## src/rtl/regfile_ctrl_if.sv

```systemverilog
// Signal bundle between regfile_ctrl and its neighbours: decode issue, operand return,
// writeback, and the 16x32 register-file ports.
interface regfile_ctrl_if #(
    parameter int AW = 4,
    parameter int DW = 32
);
    logic                 iss_valid;
    logic                 iss_ready;
    logic [AW-1:0]        iss_rs1;
    logic [AW-1:0]        iss_rs2;
    logic [AW-1:0]        iss_rd;
    logic                 iss_wen;
    logic                 op_valid;
    logic                 op_ready;
    logic [DW-1:0]        op_a;
    logic [DW-1:0]        op_b;
    logic [AW-1:0]        op_rd;
    logic                 wb_valid;
    logic [AW-1:0]        wb_rd;
    logic [DW-1:0]        wb_data;
    logic                 we;
    logic [AW-1:0]        rd;
    logic [DW-1:0]        write_data;
    logic                 re;
    logic [AW-1:0]        rs1;
    logic [AW-1:0]        rs2;
    logic [DW-1:0]        read_data_1;
    logic [DW-1:0]        read_data_2;
    logic [(2**AW)-1:0]   busy;

    modport slave (
        input  iss_valid, iss_rs1, iss_rs2, iss_rd, iss_wen, op_ready,
               wb_valid, wb_rd, wb_data, read_data_1, read_data_2,
        output iss_ready, op_valid, op_a, op_b, op_rd,
               we, rd, write_data, re, rs1, rs2, busy
    );

    modport master (
        output iss_valid, iss_rs1, iss_rs2, iss_rd, iss_wen, op_ready,
               wb_valid, wb_rd, wb_data, read_data_1, read_data_2,
        input  iss_ready, op_valid, op_a, op_b, op_rd,
               we, rd, write_data, re, rs1, rs2, busy
    );
endinterface

```

## src/rtl/regfile_ctrl.sv

```systemverilog
// Operand-fetch controller for the 16x32 register file: issue handshake, read sequencing,
// busy scoreboard for RAW/WAW stalls, and forwarding of writes landing in the read window.
//
// state   | meaning
// S_IDLE  | ready for a new request (unless the scoreboard stalls it)
// S_RD    | re asserted with the latched source addresses
// S_WAIT  | read data returning; operands captured at end of cycle
// S_VALID | operands presented until the consumer takes them
module regfile_ctrl #(
    parameter int AW = 4,
    parameter int DW = 32
) (
    input  logic           clk,
    input  logic           reset,
    regfile_ctrl_if.slave  bus
);
    localparam int NR = 2**AW;

    typedef enum logic [1:0] {S_IDLE, S_RD, S_WAIT, S_VALID} state_t;

    state_t         state_q;
    logic [NR-1:0]  busy_q, busy_d;
    logic [AW-1:0]  rs1_q, rs2_q, rd_q, op_rd_q;
    logic           re_q, op_valid_q, fwd1_q, fwd2_q;
    logic [DW-1:0]  op_a_q, op_b_q, fwd1_data_q, fwd2_data_q;
    logic           we, stall, accept, hit1, hit2;
    logic [DW-1:0]  cap_a, cap_b;

    assign we             = reset && bus.wb_valid && (bus.wb_rd != '0);
    assign bus.we         = we;
    assign bus.rd         = reset ? bus.wb_rd : '0;
    assign bus.write_data = reset ? bus.wb_data : '0;

    // Stall is judged on the registered scoreboard, so a same-cycle writeback releases it one cycle later.
    assign stall = busy_q[bus.iss_rs1] | busy_q[bus.iss_rs2] | (bus.iss_wen & busy_q[bus.iss_rd]);
    assign bus.iss_ready = (state_q == S_IDLE) && !stall;
    assign accept        = bus.iss_valid && bus.iss_ready;

    assign hit1 = we && (bus.wb_rd == rs1_q);
    assign hit2 = we && (bus.wb_rd == rs2_q);

    assign bus.re       = re_q;
    assign bus.rs1      = rs1_q;
    assign bus.rs2      = rs2_q;
    assign bus.op_valid = op_valid_q;
    assign bus.op_a     = op_a_q;
    assign bus.op_b     = op_b_q;
    assign bus.op_rd    = op_rd_q;
    assign bus.busy     = busy_q;

    always_comb begin
        cap_a = fwd1_q ? fwd1_data_q : bus.read_data_1;
        cap_b = fwd2_q ? fwd2_data_q : bus.read_data_2;
        if (hit1)
            cap_a = bus.wb_data;
        if (hit2)
            cap_b = bus.wb_data;
        if (rs1_q == '0)
            cap_a = '0;
        if (rs2_q == '0)
            cap_b = '0;

        // Clear before set: a new reservation outranks a retiring write to the same register.
        busy_d = busy_q;
        if (we)
            busy_d[bus.wb_rd] = 1'b0;
        if (accept && bus.iss_wen && (bus.iss_rd != '0))
            busy_d[bus.iss_rd] = 1'b1;
        busy_d[0] = 1'b0;
    end

    always_ff @(posedge clk) begin
        if (!reset) begin
            state_q     <= S_IDLE;
            busy_q      <= '0;
            rs1_q       <= '0;
            rs2_q       <= '0;
            rd_q        <= '0;
            re_q        <= 1'b0;
            fwd1_q      <= 1'b0;
            fwd2_q      <= 1'b0;
            fwd1_data_q <= '0;
            fwd2_data_q <= '0;
            op_valid_q  <= 1'b0;
            op_a_q      <= '0;
            op_b_q      <= '0;
            op_rd_q     <= '0;
        end else begin
            busy_q <= busy_d;
            case (state_q)
                S_IDLE: begin
                    if (accept) begin
                        rs1_q   <= bus.iss_rs1;
                        rs2_q   <= bus.iss_rs2;
                        rd_q    <= bus.iss_rd;
                        fwd1_q  <= 1'b0;
                        fwd2_q  <= 1'b0;
                        re_q    <= 1'b1;
                        state_q <= S_RD;
                    end
                end
                S_RD: begin
                    re_q <= 1'b0;
                    if (hit1) begin
                        fwd1_q      <= 1'b1;
                        fwd1_data_q <= bus.wb_data;
                    end
                    if (hit2) begin
                        fwd2_q      <= 1'b1;
                        fwd2_data_q <= bus.wb_data;
                    end
                    state_q <= S_WAIT;
                end
                S_WAIT: begin
                    op_a_q     <= cap_a;
                    op_b_q     <= cap_b;
                    op_rd_q    <= rd_q;
                    op_valid_q <= 1'b1;
                    state_q    <= S_VALID;
                end
                S_VALID: begin
                    if (bus.op_ready) begin
                        op_valid_q <= 1'b0;
                        state_q    <= S_IDLE;
                    end
                end
                default: state_q <= S_IDLE;
            endcase
        end
    end
endmodule

```

## src/flat_wrapper.sv

```systemverilog
// flat-port wrapper written by rule: the top's interface ports become plain ports
module regfile_ctrl_flat 
#(
    parameter int AW = 4,
    parameter int DW = 32
)
  (clk, reset, bus_iss_valid, bus_iss_rs1, bus_iss_rs2, bus_iss_rd, bus_iss_wen, bus_op_ready, bus_wb_valid, bus_wb_rd, bus_wb_data, bus_read_data_1, bus_read_data_2, bus_iss_ready, bus_op_valid, bus_op_a, bus_op_b, bus_op_rd, bus_we, bus_rd, bus_write_data, bus_re, bus_rs1, bus_rs2, bus_busy);
  regfile_ctrl_if #(.AW(AW), .DW(DW)) bus_i ();
  input  logic clk;
  input  logic reset;
  input wire logic [$bits(bus_i.iss_valid)-1:0] bus_iss_valid;
  input wire logic [$bits(bus_i.iss_rs1)-1:0] bus_iss_rs1;
  input wire logic [$bits(bus_i.iss_rs2)-1:0] bus_iss_rs2;
  input wire logic [$bits(bus_i.iss_rd)-1:0] bus_iss_rd;
  input wire logic [$bits(bus_i.iss_wen)-1:0] bus_iss_wen;
  input wire logic [$bits(bus_i.op_ready)-1:0] bus_op_ready;
  input wire logic [$bits(bus_i.wb_valid)-1:0] bus_wb_valid;
  input wire logic [$bits(bus_i.wb_rd)-1:0] bus_wb_rd;
  input wire logic [$bits(bus_i.wb_data)-1:0] bus_wb_data;
  input wire logic [$bits(bus_i.read_data_1)-1:0] bus_read_data_1;
  input wire logic [$bits(bus_i.read_data_2)-1:0] bus_read_data_2;
  output wire logic [$bits(bus_i.iss_ready)-1:0] bus_iss_ready;
  output wire logic [$bits(bus_i.op_valid)-1:0] bus_op_valid;
  output wire logic [$bits(bus_i.op_a)-1:0] bus_op_a;
  output wire logic [$bits(bus_i.op_b)-1:0] bus_op_b;
  output wire logic [$bits(bus_i.op_rd)-1:0] bus_op_rd;
  output wire logic [$bits(bus_i.we)-1:0] bus_we;
  output wire logic [$bits(bus_i.rd)-1:0] bus_rd;
  output wire logic [$bits(bus_i.write_data)-1:0] bus_write_data;
  output wire logic [$bits(bus_i.re)-1:0] bus_re;
  output wire logic [$bits(bus_i.rs1)-1:0] bus_rs1;
  output wire logic [$bits(bus_i.rs2)-1:0] bus_rs2;
  output wire logic [$bits(bus_i.busy)-1:0] bus_busy;
  assign bus_i.iss_valid = bus_iss_valid;
  assign bus_i.iss_rs1 = bus_iss_rs1;
  assign bus_i.iss_rs2 = bus_iss_rs2;
  assign bus_i.iss_rd = bus_iss_rd;
  assign bus_i.iss_wen = bus_iss_wen;
  assign bus_i.op_ready = bus_op_ready;
  assign bus_i.wb_valid = bus_wb_valid;
  assign bus_i.wb_rd = bus_wb_rd;
  assign bus_i.wb_data = bus_wb_data;
  assign bus_i.read_data_1 = bus_read_data_1;
  assign bus_i.read_data_2 = bus_read_data_2;
  assign bus_iss_ready = bus_i.iss_ready;
  assign bus_op_valid = bus_i.op_valid;
  assign bus_op_a = bus_i.op_a;
  assign bus_op_b = bus_i.op_b;
  assign bus_op_rd = bus_i.op_rd;
  assign bus_we = bus_i.we;
  assign bus_rd = bus_i.rd;
  assign bus_write_data = bus_i.write_data;
  assign bus_re = bus_i.re;
  assign bus_rs1 = bus_i.rs1;
  assign bus_rs2 = bus_i.rs2;
  assign bus_busy = bus_i.busy;
  regfile_ctrl #(.AW(AW), .DW(DW)) u_core (.clk(clk), .reset(reset), .bus(bus_i));
endmodule
```

## config.mk

```make
export PLATFORM = sky130hd
export DESIGN_NAME = regfile_ctrl_flat
export DESIGN_NICKNAME = d
export VERILOG_FILES = /design/src/rtl/regfile_ctrl_if.sv /design/src/rtl/regfile_ctrl.sv /design/src/flat_wrapper.sv
export SDC_FILE = /design/constraint.sdc
export NUM_CORES = 1
export LEC_CHECK = 0
export CAP_MARGIN = 20
export CORE_MARGIN = 5
export CORE_UTILIZATION = 40
export CTS_CLUSTER_SIZE = 40
export DETAILED_ROUTE_END_ITERATION = 10
export PLACE_DENSITY = 0.69
export SETUP_SLACK_MARGIN = 0.2
export SYNTH_ARGS = -nofsm -noshare
export SYNTH_HDL_FRONTEND = slang
export SYNTH_SLANG_ARGS = --single-unit
```

## constraint.sdc

```tcl
create_clock -name clk -period 3.8 [get_ports clk]
set_clock_uncertainty 0.1 [all_clocks]
set_input_delay 1.14 -clock clk [delete_from_list [all_inputs] [get_ports clk]]
set_output_delay 1.14 -clock clk [all_outputs]
set_load 0.1 [all_outputs]
```

Word-level counts from Yosys, hierarchy flattened
Cells that the tools add are included.
{"block": "word_totals", "reg_bits": 166, "input_bits": 118, "output_inout_bits": 132, "elab_cells": 94}
{"block": "op_classes", "magnitude_cmp": 6, "eq_ne": 9, "muxes": 32, "n_bitwise": 6, "reduce_logical": 26}
{"cell": "32-bit two-way mux", "n": 7}
{"cell": "16-bit two-way mux", "n": 2}
{"cell": "4-bit by 5-bit < comparator with 1-bit output (second input constant)", "n": 4}
{"cell": "16-bit AND", "n": 1}
{"cell": "16-bit inverter", "n": 1}
{"cell": "16-bit OR", "n": 1}
{"cell": "1-bit binary-select mux with 4-bit select", "n": 3}
{"cell": "2-bit AND reduction", "n": 6}
{"cell": "1-bit logical AND", "n": 10}
{"cell": "1-bit two-way mux", "n": 10}
{"cell": "1-bit demux with 4-bit select", "n": 2}
{"cell": "4-bit == test", "n": 2}
{"cell": "4-bit by 1-bit >= comparator with 1-bit output (second input constant)", "n": 2}
{"cell": "4-bit zero test", "n": 2}
{"cell": "1-bit case mux with 2 select lines", "n": 4}
{"cell": "2-bit case mux with 4 select lines", "n": 1}
{"cell": "4-bit nonzero test", "n": 2}
{"cell": "2-bit by 1-bit != test with 1-bit output (second input constant)", "n": 3}
{"cell": "3-bit AND reduction", "n": 2}
{"cell": "2-bit == test (second input constant)", "n": 2}
{"cell": "2-bit two-way mux", "n": 2}
{"cell": "4-bit two-way mux", "n": 1}
{"cell": "2-bit nonzero test", "n": 2}
{"cell": "2-bit by 1-bit == test with 1-bit output (second input constant)", "n": 1}
{"cell": "other kinds (5)", "n": 6}

Logic depth before layout (Yosys ltp)
Gate-level depths: netlist (run 1).
{"block": "logic_depth", "word_depth": 10, "depth_mapped": 8, "mapped_depth_nobuf": 6}

Worst setup path after synthesis (run 1)
No wires, ideal clock.
{"block": "synth_timing", "path_type": "input to output", "start": "input port bus_iss_rd[2]", "end": "output port bus_iss_ready", "arrival_ns": 5.050, "t_required_ns": 2.560, "path_slack_ns": -2.490, "path_stages": 5, "cell_sequence": "clkbuf_1 > mux4_2 > nand2b_1 > a32o_2 > nor4_1"}
{"block": "synth_via", "elab_chain_cells": 6}
{"element": "from (decl)", "line": "flat_wrapper.sv:14", "text": "input wire logic [$bits(bus_i.iss_rd)-1:0] bus_iss_rd;"}
{"element": "1-bit binary-select mux with 4-bit select", "line": "regfile_ctrl.sv:35", "text": "assign stall = busy_q[bus.iss_rs1] | busy_q[bus.iss_rs2] | (bus.iss_wen & busy_q[bus.iss_rd]);"}
{"element": "1-bit two-way mux (not written as such)", "line": "regfile_ctrl.sv:35"}
{"element": "1-bit AND", "line": "regfile_ctrl.sv:35"}
{"element": "1-bit OR", "line": "regfile_ctrl.sv:35"}
{"element": "1-bit zero test", "line": "regfile_ctrl.sv:36", "text": "assign bus.iss_ready = (state_q == S_IDLE) && !stall;"}
{"element": "1-bit logical AND", "line": "regfile_ctrl.sv:36"}
{"element": "to (decl)", "line": "flat_wrapper.sv:22", "text": "output wire logic [$bits(bus_i.iss_ready)-1:0] bus_iss_ready;"}
No other way between the ends. The select of a mux whose other input is x is not followed.

Worst setup path after layout (run 1)
{"block": "layout_timing", "start": "input port bus_iss_rd[1]", "end": "output port bus_iss_ready"}
Same word-level chain as after synthesis.

==> metrics.md, run 1 <==
| Metric | Value |
|---|---|
| Yosys synthesis warning count | `0` |
| Pins over their slew limit | `0` |
| Syn nets | `1023` |
| Leading cell type by number of instances after synthesis | `sky130_fd_sc_hd__dfxtp_1` |
| Final hold vios | `0` |
| Vias after detailed routing | `7464` |
| Remaining design rule violation count | `0` |
| Critical R2R Capture | `u_core.bus.rs1[0]` |
| Starting Density | `0.405` |
| Combined area of the multi-input logic cells | `5030 um2` |
| Number of nets in the finished design | `1275` |
| Slew at the pin with the worst max-slew slack | `807 ps` |
| Total congestion overflow | `0` |
| Total wirelength of the detailed-routed design | `26900 um` |
| Yosys top cell area share | `0.389` |
| Number of flip-flops and latches in the synthesized netlist | `165` |
| Post-route core utilization | `0.596` |
| Minimum clock period after layout | `3820 ps` |
| Proportion of synthesized chip area in sequential cells | `0.389` |
| Global Route Usage Sum | `0.219` |
| Worst ir drop on vdd | `0.268 mV` |
| Worst r2r src | `u_core.bus.busy[14]` |
| Layout cell share with drive strength beyond 1 | `0.252` |
| Category of the most critical setup path | `in -> out` |
| Area Overhead vs Synth | `47.3%` |
| Summed instance area of the synthesized netlist | `8480 um2` |
| Endpoint type of the worst setup path | `output port` |
| Unrepaired setup endpoints after global routing | `true` |
| R2r worst-path depth | `9` |
| Global-route wire length before repair | `42600 um` |
| Number of I/O port buffers | `248` |
| Post-detailed-placement half-perimeter wirelength | `19000 um` |
| Highest achievable clock rate | `261 MHz` |
| DIE HEIGHT | `156 um` |
| Area of the placeable core | `21000 um2` |
| Leak Pwr | `0.00539 uW` |
| Number of fillers in the final layout | `1842` |
| Tightest Hold Check Type | `reg -> reg` |
| Number of H-tree levels | `4` |
| Top cells by area in the synthesized netlist | `sky130_fd_sc_hd__dfxtp_1 (39%), sky130_fd_sc_hd__mux2i_1 (19%), sky130_fd_sc_hd__nor2b_1 (11%)` |
| PnR worst setup slack | `-24.2 ps` |
| Syn Inst Count | `901` |
| Floorplan die area | `24200 um2` |
| Antenna-violating nets left | `0` |
| WP data required | `2560 ps` |
| R2r setup slk | `1260 ps` |
| Critical path launch point type | `input port` |
| Number of violations of the max-capacitance limit | `0` |
| Final RePlAce weighted congestion | `0.896` |
| Number of violations reported at the end of detailed-routing iteration 0 | `296` |
| Clock slew at the register clock pins of the worst setup and hold paths | `70 ps` |
| Register area | `3310 um2` |
| Status | `complete, but fails checks` |
| Largest net degree at the start of global routing | `49` |
| Number of sinks driven by the clock tree | `165` |
| Cell type with the largest total area after synthesis | `sky130_fd_sc_hd__dfxtp_1` |
| Mean number of vias per cell | `5.18` |
| Number of global-route vias before repair | `7686` |
| TritonCTS clock tree | `yes` |
| Pre-CTS setup slack | `-637 ps` |
| Share of the clock period used by the worst path after layout | `1.01` |
| IO Pins | `250` |
| Most used standard cells in the synthesized netlist | `sky130_fd_sc_hd__dfxtp_1 (165), sky130_fd_sc_hd__mux2i_1 (159), sky130_fd_sc_hd__nor2b_1 (148)` |
| Critical path fanouts, max | `4` |
| Synth Flop Type | `sky130_fd_sc_hd__dfxtp_1` |
| Min-delay src | `u_core.bus.re` |
| Number of buffers added to fix hold violations after cts | `0` |
| Synthesized area divided by synthesized cell count | `9.42 um2` |
| Data arrival, critical path | `2580 ps` |
| Horizontal die dimension | `156 um` |
| Antenna violations before repair | `2` |
| Power density over the cells | `472 nW/um2` |
| Number of rows in the core area | `53` |
| Unique cell type count in the Yosys netlist | `44` |
| Ys async rst share | `0` |
| Hold Path Cell Cnt | `2` |
| CTS buffer count | `17` |
| Max-slew headroom | `0.462` |
| Maximum buffer depth of the clock tree | `2` |
| Insertion delay of the later-clocked pin in the worst-skew pair | `420 ps` |
| First drt pass iteration count | `4` |
| Total inserted antenna cells | `0` |
| WL per Instance | `18.7 um` |
| Clk root buf | `sky130_fd_sc_hd__clkbuf_16` |
| Violated checks | `negative setup slack` |
| Setup violators final | `1` |
| Worst Hold Path EP | `u_core.bus.re` |
| Number of flops mapped to enable cells by yosys | `0` |
-- state kept, by name, indices dropped and copies added, names as in the netlist --
name                 cells
u_core.bus.op_a         32
u_core.bus.op_b         32
u_core.fwd1_data_q      32
u_core.fwd2_data_q      32
u_core.bus.busy         15
u_core.bus.op_rd         4
u_core.bus.rs1           4
u_core.bus.rs2           4
u_core.rd_q              4
u_core.state_q           2
u_core.bus.op_valid      1
u_core.bus.re            1
u_core.fwd1_q            1
u_core.fwd2_q            1
-- placed cells by master, fill, tap and decap left out, types with 4 or more instances in the layout --
cell type / count
sky130_fd_sc_hd__o21ai_1: 8
sky130_fd_sc_hd__nand2b_1: 4
sky130_fd_sc_hd__clkbuf_16: 17
sky130_fd_sc_hd__clkdlybuf4s50_1: 104
sky130_fd_sc_hd__dlygate4sd2_1: 4
sky130_fd_sc_hd__buf_12: 46
sky130_fd_sc_hd__inv_8: 4
sky130_fd_sc_hd__nor2_1: 74
sky130_fd_sc_hd__o211ai_1: 16
sky130_fd_sc_hd__mux4_2: 7
sky130_fd_sc_hd__dfxtp_1: 163
sky130_fd_sc_hd__buf_4: 144
sky130_fd_sc_hd__inv_1: 5
sky130_fd_sc_hd__nor2b_1: 148
sky130_fd_sc_hd__and2_2: 32
sky130_fd_sc_hd__o21a_1: 64
sky130_fd_sc_hd__nand2_1: 25
sky130_fd_sc_hd__inv_6: 7
sky130_fd_sc_hd__a211oi_1: 64
sky130_fd_sc_hd__nand3_1: 5
sky130_fd_sc_hd__xor2_1: 8
sky130_fd_sc_hd__mux2i_1: 155
-- through the flow --
stage	total power, uW	instances	TNS [ps]	hold slack, ps	area, um2
floorplan	3370	901	-580	371	8550
global placement	4060	1407	-1620	377	11800
detailed placement	4070	1407	-1820	381	11800
CTS	5960	1441	-31.0	391	12500
global route	6130	1441	-90.6	442	12500
finish	5900	1441	-24.2	388	12500
-- logic make-up (layout without fill, tap and decap cells) --
logic type,Yosys count,after routing,synth area share
muxes,167,167,0.207
other,1,1,0.000442
buffers and inverters,79,344,0.0376
xor gates and xnor gates,8,8,0.00826
AOI/OAI and AO/OA,166,166,0.146
and+or+nand+nor,311,311,0.205
adders and majority gates,4,4,0.00590
DFF,165,165,0.389
-- where the power goes --
| group | internal [uW] | total [uW] | switching [uW] |
|---|---|---|---|
| clock network | 1070 | 1880 | 807 |
| registers | 1840 | 1930 | 86.9 |
| logic | 674 | 2100 | 1420 |
-- worst max-delay path by stage --
stage	start	end	slack, ps
2_1_floorplan	bus_iss_rd[1]	bus_iss_ready	-580
3_3_place_gp	bus_iss_rd[1]	bus_iss_ready	-630
3_5_place_dp	bus_iss_rd[1]	bus_iss_ready	-640
4_1_cts	bus_iss_rs1[0]	bus_iss_ready	-30
5_1_grt	bus_iss_rs1[0]	bus_iss_ready	-90
6_report	bus_iss_rd[1]	bus_iss_ready	-20
-- per-layer routing --
layer	vias up	GRT usage	part of all wire
met3	37	0.0663	0.074
met1	3545	0.282	0.44
met4	4	0.0671	0.018
met2	220	0.356	0.47
li1	3658	-	-
met5	-	0	0.00085
-- worst max-delay path, stage by stage --
cell	delay [ps]
sky130_fd_sc_hd__buf_4	130
sky130_fd_sc_hd__mux2_4	290
sky130_fd_sc_hd__a221o_1	320
sky130_fd_sc_hd__a32o_2	300
sky130_fd_sc_hd__nor4_4	190
sky130_fd_sc_hd__buf_12	210
-- repair_timing --
item | 4_1_cts | 5_1_grt
cloned | 0 | 0
resized for setup | 39 | 3
hold endpoints to repair | 0 | 0
pin swaps | 3 | 0
setup buffers | 2 | 0
endpoints found under the setup margin | 2 | 2
-- cell type report --
| type | instances | area share |
|---|---|---|
| clock buffers | 17 | 0.0340 |
| clock inverters | 15 | 0.0163 |
| inverters | 6 | 0.00180 |
| multi-input cells | 657 | 0.402 |
| flip-flops and latches | 165 | 0.265 |
| well taps | 275 | 0.0275 |
| repair buffers | 306 | 0.254 |
(Power assumes the default switching activity.)
==> run 2: changes to the inputs <==
Settings changed: HOLD_SLACK_MARGIN set to 0.05.
==> results of run 2 <==
No change in the layout: final DEF, timing and power equal those of run 1.
